[src/rtl/arb_pkg.sv]
// arb_pkg: shared state type and default sizing for the round-robin arbiter
package arb_pkg;
  typedef enum logic {IDLE, GRANT} arb_state_t;
  localparam int ARB_NUM_REQ  = 4;
  localparam int ARB_MAX_LOCK = 4;
endpackage

[src/rtl/priority_encoder.sv]
// priority_encoder: index of the lowest set bit plus an any-set flag
module priority_encoder #(
  parameter int WIDTH = 4,
  parameter int OUT_W = $clog2(WIDTH)
) (
  input  logic [WIDTH-1:0] in,
  output logic [OUT_W-1:0] out_LSB,
  output logic             valid
);
  always_comb begin
    out_LSB = '0;
    valid = |in;
    for (int i = WIDTH - 1; i >= 0; i--) if (in[i]) out_LSB = OUT_W'(i);
  end
endmodule

[src/rtl/rr_arbiter.sv]
// rr_arbiter: round-robin arbiter with registered one-hot grant and bounded lock bursts
module rr_arbiter
  import arb_pkg::*;
#(
  parameter int NUM_REQ  = ARB_NUM_REQ,
  parameter int MAX_LOCK = ARB_MAX_LOCK,
  parameter int IDX_W    = $clog2(NUM_REQ)
) (
  input  logic               clk,
  input  logic               rst,
  input  logic [NUM_REQ-1:0] req,
  input  logic [NUM_REQ-1:0] lock,
  input  logic               ready,
  output logic [NUM_REQ-1:0] gnt,
  output logic [IDX_W-1:0]   gnt_idx,
  output logic               gnt_valid
);
  localparam int LCW = $clog2(MAX_LOCK + 1);
  arb_state_t state_q, state_d;
  logic [IDX_W-1:0] ptr_q, ptr_d, gnt_idx_q, gnt_idx_d, nxt_ptr, arb_ptr, m_idx, r_idx, win;
  logic [NUM_REQ-1:0] gnt_q, gnt_d, masked;
  logic [LCW-1:0] lock_cnt_q, lock_cnt_d;
  logic m_valid, r_valid, xfer, withdraw, keep_lock, release_g, rearb;
  assign xfer      = (state_q == GRANT) & ready & req[gnt_idx_q];
  assign withdraw  = (state_q == GRANT) & ~req[gnt_idx_q];
  assign keep_lock = xfer & lock[gnt_idx_q] & (lock_cnt_q < LCW'(MAX_LOCK - 1));
  assign release_g = xfer & ~keep_lock;
  assign rearb     = (state_q == IDLE) | withdraw | release_g;
  assign nxt_ptr   = (gnt_idx_q == IDX_W'(NUM_REQ - 1)) ? '0 : gnt_idx_q + 1'b1;
  // A release searches from the rotated pointer in the same cycle, so no bubble
  assign arb_ptr   = release_g ? nxt_ptr : ptr_q;
  assign masked    = req & ~((NUM_REQ'(1) << arb_ptr) - NUM_REQ'(1));
  assign win       = m_valid ? m_idx : r_idx;
  priority_encoder #(.WIDTH(NUM_REQ), .OUT_W(IDX_W)) u_pe_masked (
    .in(masked), .out_LSB(m_idx), .valid(m_valid)
  );
  priority_encoder #(.WIDTH(NUM_REQ), .OUT_W(IDX_W)) u_pe_req (
    .in(req), .out_LSB(r_idx), .valid(r_valid)
  );
  always_comb begin
    state_d    = state_q;
    ptr_d      = release_g ? nxt_ptr : ptr_q;
    lock_cnt_d = release_g ? '0 : keep_lock ? lock_cnt_q + 1'b1 : lock_cnt_q;
    gnt_idx_d  = gnt_idx_q;
    if (rearb) begin
      state_d   = r_valid ? GRANT : IDLE;
      gnt_idx_d = r_valid ? win : '0;
    end
    gnt_d = (state_d == GRANT) ? NUM_REQ'(1) << gnt_idx_d : '0;
  end
  always_ff @(posedge clk) begin
    if (rst) begin
      state_q    <= IDLE;
      ptr_q      <= '0;
      gnt_idx_q  <= '0;
      gnt_q      <= '0;
      lock_cnt_q <= '0;
    end else begin
      state_q    <= state_d;
      ptr_q      <= ptr_d;
      gnt_idx_q  <= gnt_idx_d;
      gnt_q      <= gnt_d;
      lock_cnt_q <= lock_cnt_d;
    end
  end
  assign gnt       = gnt_q;
  assign gnt_idx   = gnt_idx_q;
  assign gnt_valid = (state_q == GRANT);
endmodule

[config.mk]
export PLATFORM = sky130hd
export DESIGN_NAME = rr_arbiter
export DESIGN_NICKNAME = d
export VERILOG_FILES = /design/src/rtl/arb_pkg.sv /design/src/rtl/priority_encoder.sv /design/src/rtl/rr_arbiter.sv
export SDC_FILE = /design/constraint.sdc
export NUM_CORES = 1
export LEC_CHECK = 0
export CORE_MARGIN = 2
export CORE_UTILIZATION = 48
export CTS_CLUSTER_SIZE = 14
export DETAILED_ROUTE_END_ITERATION = 8
export PLACE_DENSITY = 0.88
export SETUP_SLACK_MARGIN = 0.4
export SLEW_MARGIN = 20
export SYNTH_ARGS = -nofsm -noshare
export SYNTH_HDL_FRONTEND = slang
export SYNTH_HIERARCHICAL = 1
export SYNTH_SLANG_ARGS = --single-unit
[constraint.sdc]
create_clock -name clk -period 3 [get_ports clk]
set_clock_uncertainty 0.05 [all_clocks]
set_input_delay 0.3 -clock clk [delete_from_list [all_inputs] [get_ports clk]]
set_output_delay 0.3 -clock clk [all_outputs]
set_load 0.02 [all_outputs]
==> run_results.csv, run 1 <==
group,metric,value,unit
logic_synthesis,synth.avg_cell_area,8.62,um^2
placed_design,dpl.hpwl,1320,um
cts,cts.clk_slew.worst_paths,0.07,ns
floorplan,coreArea,0.00151,mm^2
setup_path,crit_fanout,8,
logic_synthesis,yosysTopAreaCell,"dfxtp_1",
timing,relSlewSlack,0.690,
logic_synthesis,yosys-top-cells-count,"nand2_1, dfxtp_1, mux2i_1",
setup_path,cp.buffers_inverters,0,
route,wl_per_cell,15.1,um
logic_synthesis,synth_top_area_frac,0.310,
route,first_pass_iters,4,
floorplan,die_w,44.2,um
global_routing,grt_pass1_wl,2900,um
placed_design,port-buffer-count,17,
setup_path,crit_top_cell,"nand2_1",
timing,hold_viol_final,0,
setup_path,crit_path_end_kind,"flip-flop",
logic_synthesis,ys_seq_elements,12,
hold_path,min_path_type,"flip-flop to flip-flop",
cells_and_area,fin_nets,129,
logic_synthesis,synth_edf_count,0,
pwr,power_density,380,mW/mm^2
logic_synthesis,synth-seq-area-share,0.310,
floorplan,die_h,44.2,um
timing,holdWs,0.434,ns
route,drtIter0Drc,42,
logic_synthesis,async_flop_share,0,
cells_and_area,areaGrowthSynthToFinish,39.2,%
logic_synthesis,ys.flop_type,"dfxtp_1",
timing,rsz0062_at_grt,"yes",
global_routing,grt.total_usage,0.209,
cts,cts_tree,"yes",
logic_synthesis,muxShareOfSynthArea,0.181,
logic_synthesis,yosys_warnings,6,
pwr,p_seq_frac,0.434,
status,status,"finished clean",
route,routed-wl-met2,908,um
cells_and_area,diodes,0,
timing,period_minus_slack,2.55,ns
cells_and_area,fin_cells,130,
setup_path,slowest_stage,"mux4_2",
setup_path,worstSetupPathType,"flip-flop to flip-flop",
logic_synthesis,synth_compound_area_frac,0.126,
setup_path,cp.arrival,2.69,ns
placed_design,dp.cells,122,
route,routed_wl,1970,um
route,top_layer_used,"met4",
cts,cts_buffers,3,
cts,h-tree-depth,1,
pwr,p_sw_frac,0.307,
global_routing,grt_max_degree,14,
setup_path,cp_top_family,"multiplexers",
floorplan,dieArea,0.00195,mm^2
logic_synthesis,ys_top_cells_by_area,"dfxtp_1, mux2i_1, nand2_1, mux4_2, a21oi_1",
logic_synthesis,synth_top_family_by_area,"simple AND/OR/NAND/NOR gates",
pwr,power.share.clock,0.235,
setup_path,worstPathCellList,"mux4_2 > and2_4 > o21ai_1 > and3_4 > nor2_1 > nand2_1 > mux2i_2 > and3b_1 > nand2_1 > mux2i_1",
global_routing,antenna_found_initial,0,
timing,maxSlewViolCount,0,
floorplan,rows,14,
logic_synthesis,synth_fa_ha_area_frac,0.0323,
timing,final.setup.tns,0,ns
cts,cts.sinks,12,
cells_and_area,drive_gt1_frac,0.272,
logic_synthesis,synth_nets,103,
placed_design,gp_congestion,0.865,
logic_synthesis,synthesis.area,776,um^2
route,wl_met3,190,um
pwr,power_switching,0.000126,W
setup_path,worstSetupStartpointType,"flip-flop",
pwr,comb_power_share,0.332,
route,drc,0,
timing,fmax,393,MHz
logic_synthesis,netlist_instances,90,
pwr,peakVddDrop,0.222,mV
route,ant_nets,0,
setup_path,critPathMaxStageDelay,0.55,ns
cts,root_buffer,"clkbuf_4",
route,via_per_inst,5.97,
logic_synthesis,yosys.area_share.xor_xnor,0,
pwr,p_int,0.000284,W
run,cap_violations,0,
global_routing,gr-total-overflow,0,
floorplan,num_io_pins,18,
global_routing,grt_pass1_vias,642,
logic_synthesis,synth_simple_gate_area_frac,0.313,
route,met1_length,801,um
floorplan,floorplan.initialDensity,0.515,
cts,cts_hold_buf,0,
timing,tightest_slew,0.463,ns
timing,setup_viol_count_final,0,
logic_synthesis,ys_types,31,
timing,fin_crit_sh,0.848,
route,num_vias,776,
pwr,p_leak,0.435,nW
setup_path,required,3.14,ns
logic_synthesis,synth_most_common_cell,"nand2_1",
cts,clk_latency,0.27,ns
cts,cts_buffer_depth,2,
power groups by stage:
stage	sequential (W)	clock (W)	combinational, W
finish	0.000178	0.0000964	0.000136
global route	0.000179	0.000105	0.000145
CTS	0.000178	0.000100	0.000121
detailed placement	0.000182	0	0.000116
global placement	0.000181	0	0.000114
floorplan	0.000187	0	0.0000688
worst min-delay path: stages, from the launching register on:
cell,delay [ns]
dfxtp_1,0.33
nand2_1,0.06
a21oi_1,0.05
through the flow:
stage	cell area [um^2]	util	total power [W]	setup slack (ns)
floorplan	781	-	0.000256	0.469
global placement	967	0.642	0.000295	0.213
detailed placement	967	0.642	0.000298	0.0794
CTS	1010	0.674	0.000399	0.401
global route	1080	0.717	0.000429	0.324
finish	1080	0.717	0.000410	0.455
cells by family after synthesis:
kind of cell / Yosys count
flip-flops: 12
buffers and inverters: 6
AND/OR/NAND/NOR: 45
AO/OA/AOI/OAI: 14
multiplexers: 11
adder cells (fa/ha/maj): 2
path summary, 6_finish.rpt:
path                              startpoint                         end  cells past startpoint  slack [ns]
hold / removal    lock_cnt_q[1]$_SDFFE_PP0P_  lock_cnt_q[1]$_SDFFE_PP0P_                      2        0.43
setup / recovery       gnt_idx[0]$_SDFF_PP0_           gnt[1]$_SDFF_PP0_                     10        0.45
hold reg to reg   lock_cnt_q[1]$_SDFFE_PP0P_  lock_cnt_q[1]$_SDFFE_PP0P_                      2        0.43
setup reg to reg       gnt_idx[0]$_SDFF_PP0_           gnt[1]$_SDFF_PP0_                     10        0.45
registers in the layout, indices dropped and copies added, names as in the netlist:
| signal | flops |
|---|---|
| lock_cnt_q | 3 |
| gnt_valid | 1 |
| gnt | 4 |
| gnt_idx | 2 |
| ptr_q | 2 |
cells in the final DEF (no fill, tap or decap), types with 2 or more instances in the layout:
cell type         n
a21oi_1           6
a21oi_2           3
and3_4            2
buf_4             7
clkbuf_4          3
clkdlybuf4s50_1  14
dfxtp_1          10
dlymetal6s2s_1    3
ha_1              2
inv_1             3
mux2i_1           6
mux2i_2           2
mux4_2            2
nand2_1          13
nand2b_1          5
nand3_1           3
nor2_1            7
nor2b_1           2
nor3_1            3
or3_1             2
repair_timing:
action / CTS / global route
endpoints found under the setup margin: 5 / 6
endpoints found under the hold margin: 0 / 0
gates resized for setup: 4 / 10
gates cloned: 0 / 0
setup buffers: 1 / 4
pin swaps: 0 / 5
metal layers:
layer / GRT usage / vias to the layer above
met3: 0.0327 / 10
met5: 0 / -
li1: - / 366
met2: 0.321 / 55
met4: 0.127 / 0
met1: 0.276 / 345
area by class of cell:
class | count | area [um^2]
well taps | 16 | 20.0
multi-input cells | 72 | 551
inverters | 3 | 11.3
repair buffers | 24 | 230
fillers | 99 | 427
flip-flops and latches | 12 | 245
clock buffers | 3 | 22.5
Power figures use the tool's default switching activity.
==> inputs of run 2 (changes only) <==
clock period = 2.6 ns   (was 3 ns; I/O delays follow)
==> run 2 against run 1 <==
  * Combinational power rose by 23%
  * Critical path type unchanged
  * Critical endpoint is now gnt[2]$_SDFF_PP0_
  * Clock power is 60% higher
  * Count of clock-buffer cells in the layout is 1 higher
  * First-iteration DRC count down 45%
  * Die area stayed put
  * Global-route usage is 2.6 points higher
  * Core utilization up 3.2 points
==> run_results.csv, run 2 (synthesis gave the netlist of run 1 again) <==
group,metric,value,unit
status,status,"finished clean",
setup_path,reg2reg_depth,10,
global_routing,gr-total-overflow,0,
cells_and_area,fin_cells,137,
route,drtIter0Drc,23,
timing,relSlewSlack,0.709,
route,met1_length,819,um
cells_and_area,drive_gt1_frac,0.331,
pwr,peakVddDrop,0.320,mV
setup_path,rr_endpoint,"gnt[2]$_SDFF_PP0_",
route,drc,0,
global_routing,grt_pass1_wl,3370,um
cells_and_area,final_common_cell,"clkdlybuf4s50_1",
route,via_per_inst,5.92,
floorplan,rows,14,
hold_path,holdPathStages,2,
cells_and_area,fin_nets,135,
cts,root_buffer,"clkbuf_4",
cts,cts_buffer_depth,2,
cells_and_area,fin_area,0.00113,mm^2
placed_design,dpl.hpwl,1520,um
floorplan,dieArea,0.00195,mm^2
hold_path,hold_path.startpoint,"lock_cnt_q[1]$_SDFFE_PP0P_",
timing,holdWs,0.435,ns
global_routing,grt_pass1_vias,808,
timing,setup_viol_count_final,0,
cells_and_area,areaGrowthSynthToFinish,45.5,%
cells_and_area,final_cell_mix,"clkdlybuf4s50_1, buf_4, nand2_1",
setup_path,slowest_stage,"mux4_2",
placed_design,placed_area,0.00103,mm^2
pwr,p_total,0.000526,W
route,top_layer_used,"met4",
timing,fin_crit_sh,0.954,
hold_path,worst_hold_path.endpoint,"lock_cnt_q[1]$_SDFFE_PP0P_",
floorplan,floorplan.initialDensity,0.515,
floorplan,coreArea,0.00151,mm^2
cells_and_area,fin_util,0.749,
floorplan,die_w,44.2,um
cts,cts_tree,"yes",
floorplan,die_h,44.2,um
global_routing,grt_max_degree,14,
setup_path,crit_fanout,6,
timing,hold_viol_final,0,
placed_design,dp.cells,129,
setup_path,r2r_setup_slack,0.12,ns
run,cap_violations,0,
pwr,power_density,466,mW/mm^2
setup_path,worstSetupPathType,"flip-flop to flip-flop",
setup_path,cp.buffers_inverters,0,
setup_path,cp.arrival,2.63,ns
placed_design,gp_congestion,0.888,
route,wl_per_cell,15.3,um
cts,cts_buffers,3,
setup_path,required,2.75,ns
setup_path,worstSetupStartpointType,"flip-flop",
setup_path,worstPathCellList,"mux4_2 > and2_4 > nor2_4 > a311oi_2 > nor2_2 > nand2_2 > mux2i_2 > nor3b_2 > nand2_1 > mux2i_1",
cts,h-tree-depth,1,
cts,clk_latency,0.28,ns
setup_path,cp_top_family,"simple AND/OR/NAND/NOR gates",
timing,maxSlewViolCount,0,
timing,period_minus_slack,2.48,ns
placed_design,port-buffer-count,17,
setup_path,crit_path_end_kind,"flip-flop",
cts,cts.sinks,12,
global_routing,grt.total_usage,0.235,
timing,tightest_slew,0.436,ns
route,ant_nets,0,
cells_and_area,diodes,0,
hold_path,min_path_type,"flip-flop to flip-flop",
floorplan,num_io_pins,18,
timing,rsz0062_at_grt,"yes",
setup_path,critPathMaxStageDelay,0.55,ns
route,routed_wl,2100,um
route,routed-wl-met2,1120,um
cells_and_area,largest_reg_flops,4,
cts,cts.clk_slew.worst_paths,0.08,ns
route,num_vias,811,
global_routing,antenna_found_initial,0,
setup_path,r2r_start,"gnt_idx[0]$_SDFF_PP0_",
cts,cts_hold_buf,0,
route,first_pass_iters,6,
pwr,p_leak,0.443,nW
timing,fmax,403,MHz
route,wl_met3,79,um
-- run 2: final cells by class --
class                   instances  area, um^2
multi-input cells              72         548
fillers                       102         378
repair buffers                 30         268
flip-flops and latches         12         245
clock buffers                   4        36.3
well taps                      16        20.0
inverters                       3        11.3
-- run 2: per-stage QoR --
step                      TNS, ns  worst slack (ns)
after floorplan                 0             0.142
after global placement     -0.320           -0.0960
after detailed placement    -1.21            -0.320
after CTS                       0             0.121
after global routing            0            0.0255
final                           0             0.119
-- run 2: how the worst max path moves through the flow --
stage | from | end | slack (ns) | cells past startpoint
6_report | gnt_idx[0]$_SDFF_PP0_ | gnt[2]$_SDFF_PP0_ | 0.12 | 10
5_1_grt | gnt_idx[0]$_SDFF_PP0_ | gnt[3]$_SDFF_PP0_ | 0.03 | 10
4_1_cts | gnt_idx[1]$_SDFF_PP0_ | gnt_idx[1]$_SDFF_PP0_ | 0.12 | 8
3_5_place_dp | req[2] | gnt[2]$_SDFF_PP0_ | -0.32 | 11
3_3_place_gp | req[3] | gnt[2]$_SDFF_PP0_ | -0.1 | 11
2_1_floorplan | gnt_idx[0]$_SDFF_PP0_ | gnt_idx[1]$_SDFF_PP0_ | 0.14 | 10
-- run 2: worst register-to-register path, cell delays in order (launching register included) --
cell,delay [ns]
dfxtp_4,0.40
mux4_2,0.55
and2_4,0.18
nor2_4,0.12
a311oi_2,0.14
nor2_2,0.21
nand2_2,0.10
mux2i_2,0.17
nor3b_2,0.27
nand2_1,0.10
mux2i_1,0.13
-- run 2: timing repair --
action | in CTS | in global routing
buffers inserted | 4 | 0
resized for setup | 3 | 6
setup endpoints to repair | 6 | 6
pin swaps | 2 | 5
-- run 2: layer usage --
| layer | vias up | global-route usage |
|---|---|---|
| met4 | 0 | 0.145 |
| met3 | 10 | 0.0490 |
| met1 | 389 | 0.247 |
| met2 | 31 | 0.424 |
| met5 | - | 0 |
| li1 | 381 | - |
-- run 2: power by group --
group	internal (W)	switching (W)	total [W]
logic	0.0000876	0.0000798	0.000167
clock network	0.0000850	0.0000692	0.000154
registers	0.000194	0.00000997	0.000204
total	0.000367	0.000159	0.000526
